## config.mk

```make
export PLATFORM = sky130hd
export DESIGN_NAME = adder_share_ctrl_flat
export DESIGN_NICKNAME = d
export VERILOG_FILES = /design/src/rtl/adder_share_ctrl_if.sv /design/src/rtl/adder_share_ctrl.sv /design/src/flat_wrapper.sv
export SDC_FILE = /design/constraint.sdc
export NUM_CORES = 1
export LEC_CHECK = 0
export CAP_MARGIN = 20
export CORE_ASPECT_RATIO = 0.6
export CORE_MARGIN = 2
export CORE_UTILIZATION = 48
export DETAILED_ROUTE_END_ITERATION = 6
export PLACE_DENSITY = 0.76
export RECOVER_POWER = 50
export SLEW_MARGIN = 20
export SYNTH_ARGS = -nofsm -noshare
export SYNTH_HDL_FRONTEND = slang
export SYNTH_SLANG_ARGS = --single-unit
```

## constraint.sdc

```tcl
create_clock -name clk -period 2.5 [get_ports clk]
set_input_delay 0.5 -clock clk [delete_from_list [all_inputs] [get_ports clk]]
set_output_delay 0.5 -clock clk [all_outputs]
set_load 0.1 [all_outputs]
```

## src/rtl/adder_share_ctrl_if.sv

```systemverilog
// Bundle between the press/adder/display side and the adder sharing controller.
// The master modport is the controller; the slave modport is its environment.
interface adder_share_ctrl_if #(
  parameter int N = 10
);
  logic [N-1:0]   press;
  logic [3:0]     add_a;
  logic [3:0]     add_b;
  logic [3:0]     add_result;
  logic [4*N-1:0] values_flat;
  logic           sel_valid;
  logic [3:0]     sel_idx;
  logic           busy;
  logic           done;
  logic           cancel;

  modport master (
    input  press, add_result,
    output add_a, add_b, values_flat, sel_valid, sel_idx, busy, done, cancel
  );

  modport slave (
    output press, add_result,
    input  add_a, add_b, values_flat, sel_valid, sel_idx, busy, done, cancel
  );
endinterface

```

## src/rtl/adder_share_ctrl.sv

```systemverilog
// Two-press operand selection over N 4-bit cells sharing one registered adder;
// the sum lands in the second-selected cell ADD_LAT+1 clocks after the select.
module adder_share_ctrl #(
  parameter int             N           = 10,
  parameter int             ADD_LAT     = 1,
  parameter int             ARM_TIMEOUT = 0,
  parameter logic [4*N-1:0] INIT_VALUES = {N{4'h1}}
) (
  input  logic              clk,
  input  logic              rst_n,
  adder_share_ctrl_if.master bus
);

  localparam int LW = $clog2(ADD_LAT + 1);
  localparam int TW = (ARM_TIMEOUT > 1) ? $clog2(ARM_TIMEOUT + 1) : 1;

  typedef enum logic [1:0] {IDLE, ARMED, WAIT} state_t;

  state_t         state_q, state_d;
  logic [3:0]     a_idx_q, a_idx_d;
  logic [3:0]     b_idx_q, b_idx_d;
  logic [3:0]     add_a_q, add_a_d;
  logic [3:0]     add_b_q, add_b_d;
  logic [4*N-1:0] values_q, values_d;
  logic [LW-1:0]  lat_q, lat_d;
  logic [TW-1:0]  tmr_q, tmr_d;
  logic           done_q, done_d;
  logic           cancel_q, cancel_d;
  logic [N-1:0]   masked;

  function automatic logic [3:0] lowest(input logic [N-1:0] v);
    logic [3:0] idx;
    idx = '0;
    for (int i = N - 1; i >= 0; i--) begin
      if (v[i]) idx = 4'(i);
    end
    return idx;
  endfunction

  function automatic logic [3:0] cell_of(input logic [4*N-1:0] v, input logic [3:0] idx);
    logic [3:0] c;
    c = '0;
    for (int i = 0; i < N; i++) begin
      if (idx == 4'(i)) c = v[4*i +: 4];
    end
    return c;
  endfunction

  // Presses other than the held operand; a re-press of A alone means cancel.
  assign masked = bus.press & ~(N'(1) << a_idx_q);

  always_comb begin
    state_d  = state_q;
    a_idx_d  = a_idx_q;
    b_idx_d  = b_idx_q;
    add_a_d  = add_a_q;
    add_b_d  = add_b_q;
    values_d = values_q;
    lat_d    = lat_q;
    tmr_d    = tmr_q;
    done_d   = 1'b0;
    cancel_d = 1'b0;
    case (state_q)
      IDLE: begin
        if (|bus.press) begin
          a_idx_d = lowest(bus.press);
          tmr_d   = TW'(ARM_TIMEOUT);
          state_d = ARMED;
        end
      end
      ARMED: begin
        if (|masked) begin
          b_idx_d = lowest(masked);
          add_a_d = cell_of(values_q, a_idx_q);
          add_b_d = cell_of(values_q, lowest(masked));
          lat_d   = LW'(ADD_LAT);
          state_d = WAIT;
        end else if (|(bus.press & ~masked)) begin
          cancel_d = 1'b1;
          state_d  = IDLE;
        end else if (ARM_TIMEOUT != 0) begin
          if (tmr_q == TW'(1)) begin
            cancel_d = 1'b1;
            state_d  = IDLE;
          end else begin
            tmr_d = tmr_q - TW'(1);
          end
        end
      end
      WAIT: begin
        if (lat_q == '0) begin
          for (int i = 0; i < N; i++) begin
            if (b_idx_q == 4'(i)) values_d[4*i +: 4] = bus.add_result;
          end
          done_d  = 1'b1;
          state_d = IDLE;
        end else begin
          lat_d = lat_q - LW'(1);
        end
      end
      default: state_d = IDLE;
    endcase
  end

  always_ff @(posedge clk or negedge rst_n) begin
    if (!rst_n) begin
      state_q  <= IDLE;
      a_idx_q  <= '0;
      b_idx_q  <= '0;
      add_a_q  <= '0;
      add_b_q  <= '0;
      values_q <= INIT_VALUES;
      lat_q    <= '0;
      tmr_q    <= '0;
      done_q   <= 1'b0;
      cancel_q <= 1'b0;
    end else begin
      state_q  <= state_d;
      a_idx_q  <= a_idx_d;
      b_idx_q  <= b_idx_d;
      add_a_q  <= add_a_d;
      add_b_q  <= add_b_d;
      values_q <= values_d;
      lat_q    <= lat_d;
      tmr_q    <= tmr_d;
      done_q   <= done_d;
      cancel_q <= cancel_d;
    end
  end

  assign bus.add_a       = add_a_q;
  assign bus.add_b       = add_b_q;
  assign bus.values_flat = values_q;
  assign bus.sel_valid   = (state_q == ARMED);
  assign bus.sel_idx     = (state_q == ARMED) ? a_idx_q : 4'h0;
  assign bus.busy        = (state_q == WAIT);
  assign bus.done        = done_q;
  assign bus.cancel      = cancel_q;

endmodule
```

## src/flat_wrapper.sv

```systemverilog
// flat-port wrapper written by rule: the top's interface ports become plain ports
module adder_share_ctrl_flat 
#(
  parameter int             N           = 10,
  parameter int             ADD_LAT     = 1,
  parameter int             ARM_TIMEOUT = 0,
  parameter logic [4*N-1:0] INIT_VALUES = {N{4'h1}}
)
  (clk, rst_n, bus_press, bus_add_result, bus_add_a, bus_add_b, bus_values_flat, bus_sel_valid, bus_sel_idx, bus_busy, bus_done, bus_cancel);
  adder_share_ctrl_if #(.N(N)) bus_i ();
  input  logic clk;
  input  logic rst_n;
  input wire logic [$bits(bus_i.press)-1:0] bus_press;
  input wire logic [$bits(bus_i.add_result)-1:0] bus_add_result;
  output wire logic [$bits(bus_i.add_a)-1:0] bus_add_a;
  output wire logic [$bits(bus_i.add_b)-1:0] bus_add_b;
  output wire logic [$bits(bus_i.values_flat)-1:0] bus_values_flat;
  output wire logic [$bits(bus_i.sel_valid)-1:0] bus_sel_valid;
  output wire logic [$bits(bus_i.sel_idx)-1:0] bus_sel_idx;
  output wire logic [$bits(bus_i.busy)-1:0] bus_busy;
  output wire logic [$bits(bus_i.done)-1:0] bus_done;
  output wire logic [$bits(bus_i.cancel)-1:0] bus_cancel;
  assign bus_i.press = bus_press;
  assign bus_i.add_result = bus_add_result;
  assign bus_add_a = bus_i.add_a;
  assign bus_add_b = bus_i.add_b;
  assign bus_values_flat = bus_i.values_flat;
  assign bus_sel_valid = bus_i.sel_valid;
  assign bus_sel_idx = bus_i.sel_idx;
  assign bus_busy = bus_i.busy;
  assign bus_done = bus_i.done;
  assign bus_cancel = bus_i.cancel;
  adder_share_ctrl #(.N(N), .ADD_LAT(ADD_LAT), .ARM_TIMEOUT(ARM_TIMEOUT), .INIT_VALUES(INIT_VALUES)) u_core (.clk(clk), .rst_n(rst_n), .bus(bus_i));
endmodule
```

Word-level counts from Yosys, hierarchy flattened. Index checks and enable logic that the tools add are counted.

Shifts and indexed selects: 1. Multiplexer cells: 56. Reduce and logical (&&, ||, !) cells: 22. Equal/unequal tests: 33. Add/sub/neg operators: 1. Bitwise logic cells: 5.

Operators by type and width (number): $mux 4 (43); $eq 4x3->1 const B (12); $reduce_and 3->1 (11); $reduce_or 10->1 (3); $eq 4x2->1 const B (6); $eq 4x4->1 const B (6); $and 10x10->10 (2); $not 10->10 (2); $eq 4x1->1 const B (3); $logic_not 4->1 (3); $shl 1x4->10 const A (1); $mux 2 (4); $mux 1 (7); $pmux 2 s3 (1); $reduce_and 2->1 (3); $ne 2x1->1 const B (2); $ne 3x1->1 const B (1); $eq 2x1->1 const B (1); $eq 2x2->1 const B (1); $logic_not 2->1 (1); $ne 2x2->1 const B (1); $pmux 1 s2 (1); $reduce_bool 2->1 (1); $not 1->1 (1); $sub 1x1->1 const B (1).

Logic and storage cells: 136. Output and inout bits: 56. Bits in registers: 61.

Logic depth before layout (Yosys ltp).
Depth after elaboration: 26. Gate-level depth with buffers: 11. Mapped depth without buffers: 8.

Least setup slack after synthesis. Ideal clock, no wire load.

Kind: reg-to-output. From: reg u_core.state_q[1]. To: out bus_sel_idx[0]. Arrival time: 2083 ps. Setup slack: -83 ps. Stages on the path, launching flop included: 4. Required time: 2000 ps. Cell sequence: dfrtp_1 nand2b_1 inv_1 and2_1.

Longest elaborated chain between the ends: 2.

RTL lines: start: declaration (RTL line adder_share_ctrl.sv:19) `state_t state_q, state_d;`; start signal: assignment (RTL line adder_share_ctrl.sv:118) `state_q <= state_d;`; $eq 2x1->1; net bus_sel_valid (RTL line flat_wrapper.sv:18) `output wire logic [$bits(bus_i.sel_valid)-1:0] bus_sel_valid;`; $mux 4 (RTL line adder_share_ctrl.sv:135) `assign bus.sel_idx = (state_q == ARMED) ? a_idx_q : 4'h0;`; end: declaration (RTL line flat_wrapper.sv:19) `output wire logic [$bits(bus_i.sel_idx)-1:0] bus_sel_idx;`.

The timed path passes the listed nets, and every way through them passes these cells.

Worst setup path after layout.
From: reg u_core.a_idx_q[1]. To: reg u_core.add_b_q[3], in the netlist u_core.bus.add_b[3].

Longest elaborated chain between the ends: 26. Elaborated cells between the ends (all ways): 37.

RTL lines: start: declaration (RTL line adder_share_ctrl.sv:20) `logic [3:0] a_idx_q, a_idx_d;`; start signal: assignment (RTL line adder_share_ctrl.sv:119) `a_idx_q <= a_idx_d;`; $shl 1x4->10 (*) (RTL line adder_share_ctrl.sv:50) `assign masked = bus.press & ~(N'(1) << a_idx_q);`; $not 10->10 (*) (RTL line adder_share_ctrl.sv:50); $and 10x10->10 (*) (RTL line adder_share_ctrl.sv:50); $mux 4 (10 in a row) (RTL line adder_share_ctrl.sv:35) `if (v[i]) idx = 4'(i);`; $mux 4 (RTL line adder_share_ctrl.sv:72) `if (|masked) begin`; $mux 4 (RTL line adder_share_ctrl.sv:63) `case (state_q)`; $logic_not 4->1 (RTL line adder_share_ctrl.sv:44) `if (idx == 4'(i)) c = v[4*i +: 4];`; $mux 4 (10 in a row) (RTL line adder_share_ctrl.sv:44); end signal: assignment (RTL line adder_share_ctrl.sv:111) `add_b_q <= '0;`; end signal: assignment (RTL line adder_share_ctrl.sv:122) `add_b_q <= add_b_d;`; end: declaration (RTL line adder_share_ctrl.sv:23) `logic [3:0] add_b_q, add_b_d;`.

Mark *: on every way between the ends. The rest lies on a longest branch, timed or not. The select of a mux whose other input is x is not followed. A chain may end at the register's enable or synchronous reset.

==> flow_summary.ini <==
[run_status]
status = complete, but fails checks
violations = max-capacitance violations, max-slew violations

[cts]
clk_latency_ps = 340
clockBufferDepth = 2
cts_buffers = 9
clk_pin_slew_worst_paths_ps = 60
cts.sinks = 61
root_buffer = clkbuf_16
cts_tree = done
cts_max_level = 3

[run]
maxCapViolCount = 1

[synthesis]
synth_common_cells = dfrtp_1, mux2_2, nand2_1
yosys_register_bits = 61
syn_area_per_cell_um2 = 9.92
synth.most_common_cell = dfrtp_1
yosysTopAreaCellShare_pct = 33.3
synth_nets = 402
synth-edff-count = 0
synth_area_leaders = dfrtp_1, mux2_2, dfstp_2
synthCells = 386
synth-async-reset-ratio_pct = 100
ys.flop_type = dfrtp_1
synth_area_leader_cell = dfrtp_1
yosys_warnings = 0
ys_types = 61
synth-seq-area-share_pct = 40.2
syn_area_um2 = 3830

[layout]
fin_nets = 538
synthToLayoutAreaGrowth_pct = 42.4
antennaDiodeCount = 0
n_fill_cell = 627
final_cell_area_um2 = 5450
drive_above_1_share_pct = 44.0

[routing]
via_per_inst = 5.97
drt_first_iter_violations = 410
dr_total_vias = 3790
wire_per_inst_um = 21.1
drc = 0
first_pass_iters = 5
drt_wl_total_um = 13400
ant_nets = 0

[placed_design]
place_ws_ps = -514
place_area_um2 = 5040
dp_hpwl_um = 10000
portBuffers = 71
gp_congestion = 0.977

[timing]
fin_setup_tns_ps = 0
grt_setup_unrepaired = yes
setup_ws_ps = 27.7
worstMarginPinSlew_ps = 1690
slew_violations = 30
fin_skew_ps = 8.57
setup_viol = 0
fin_crit_sh_pct = 98.9
slew-limit-headroom_pct = -12.9
period_minus_slack_ps = 2470
fmax_ghz = 0.404
hold_viol = 0

[setup_path]
cp.arrival_ps = 2680
cp-start-kind = flop
required_ps = 2710
worst-path-max-fanout = 5
critPathCaptureType = flop
path_class = flop to flop
regToRegSetupSlack_ps = 30

[floorplanning]
num_rows = 25
die_w_um = 119
ios = 72
core_um2 = 7820
start_util_pct = 49.0
die_area_um2 = 8730
fp.dieH_um = 73.2

[global_route]
grt_use_met3_pct = 10.4
track_usage_pct = 32.3
grt_antenna_before_repair = 0
grt_pass1_vias = 3623
grt_pass1_wl_um = 20900
grt-busiest-layer = met2
use_met1_pct = 45.7
grt-ovfl-total = 0
grt_max_degree = 33
grt_util_met2_pct = 49.8

[min_path]
hold_path_class = flop to flop
==> critical path, stage by stage (launching register included) <==
cell,delay (ps)
dfrtp_1,410
or4b_4,570
o21ai_2,80
a21oi_2,90
o21ba_4,250
nor2_4,210
mux2_4,350
a221oi_2,270
o22ai_1,120
==> sequential cells by signal, indices dropped and copies added (netlist names) <==
signal                  count
u_core.a_idx_q              4
u_core.b_idx_q              4
u_core.bus.add_a            4
u_core.bus.add_b            4
u_core.bus.cancel           1
u_core.bus.done             1
u_core.bus.values_flat     40
u_core.lat_q                1
u_core.state_q              2
==> cell type report <==
| type | count | area, um2 | share of cell area, % |
|---|---|---|---|
| Multi-Input combinational cell | 287 | 2200 | 40.4 |
| Sequential cell | 61 | 1540 | 28.3 |
| Timing Repair Buffer | 155 | 1240 | 22.8 |
| Clock buffer | 10 | 239 | 4.38 |
| Tap cell | 108 | 135 | 2.48 |
| Clock inverter | 6 | 62.6 | 1.15 |
| Inverter | 8 | 30.0 | 0.551 |
==> cell families (layout without fill, tap and decap cells) <==
logic type / after synthesis / after routing / share of synthesized area [%]
AO/OA/AOI/OAI: 104 / 104 / 19.1
buffers and inverters: 38 / 179 / 4.74
flip-flops: 61 / 61 / 40.2
multiplexers: 64 / 64 / 20.2
AND/OR/NAND/NOR: 119 / 119 / 15.7
==> per-layer routing <==
| metal | up-vias | routed length [um] | part of all wire (%) |
|---|---|---|---|
| li1 | 1707 | - | - |
| met1 | 1865 | 6180 | 46 |
| met2 | 208 | 5900 | 44 |
| met3 | 10 | 1280 | 9.6 |
| met4 | 0 | 63 | 0.47 |
| met5 | - | 0 | 0 |
==> timing repair <==
| action | in CTS | in global routing |
|---|---|---|
| setup endpoints to repair | 7 | 10 |
| setup buffers | 5 | 3 |
| pin swaps | 12 | 9 |
| hold buffers | 0 | 0 |
| resized for setup | 11 | 25 |
==> final timing paths <==
kind                                                       from                              end  cells after the start
worst max register to register    u_core.a_idx_q[1]$_DFFE_PN0P_  u_core.bus.add_b[3]$_DFFE_PN0P_                      8
worst max-delay path              u_core.a_idx_q[1]$_DFFE_PN0P_  u_core.bus.add_b[3]$_DFFE_PN0P_                      8
worst min register to register  u_core.bus.add_a[1]$_DFFE_PN0P_  u_core.bus.add_a[1]$_DFFE_PN0P_                      2
worst min-delay path            u_core.bus.add_a[1]$_DFFE_PN0P_  u_core.bus.add_a[1]$_DFFE_PN0P_                      2
max in group asynchronous                                 rst_n    u_core.a_idx_q[0]$_DFFE_PN0P_                      1
min in group asynchronous                                 rst_n    u_core.a_idx_q[2]$_DFFE_PN0P_                      1
==> placed cells by master (no fill, tap or decap), drive strengths merged, types with 3 or more instances in the layout <==
| cell type | instances |
|---|---|
| a211oi | 4 |
| a21oi | 25 |
| a31oi | 13 |
| and2 | 5 |
| and3 | 3 |
| buf | 119 |
| clkbuf | 32 |
| clkdlybuf4s50 | 10 |
| clkinvlp | 3 |
| dfrtp | 51 |
| dfstp | 10 |
| inv | 8 |
| mux2 | 46 |
| mux2i | 12 |
| mux4 | 6 |
| nand2 | 33 |
| nand2b | 10 |
| nand3 | 8 |
| nor2 | 34 |
| nor2b | 4 |
| nor3 | 6 |
| nor3b | 4 |
| nor4 | 4 |
| o211ai | 4 |
| o21a | 4 |
| o21ai | 20 |
| o221ai | 3 |
| o22ai | 6 |
| o31ai | 3 |
| o32a | 3 |
| o32ai | 4 |
==> per-stage QoR <==
| step | cells | hold WS, ps | utilization (%) |
|---|---|---|---|
| floorplan | 386 | 204 | - |
| global placement | 611 | 467 | 64.5 |
| detailed placement | 611 | 474 | 64.5 |
| CTS | 632 | 223 | 69.4 |
| global route | 635 | 524 | 69.7 |
| finish | 635 | 480 | 69.7 |
Power is left out: the tool's default activity adds up to more than one toggle a clock period on the data nets, which glitch-free logic cannot reach.
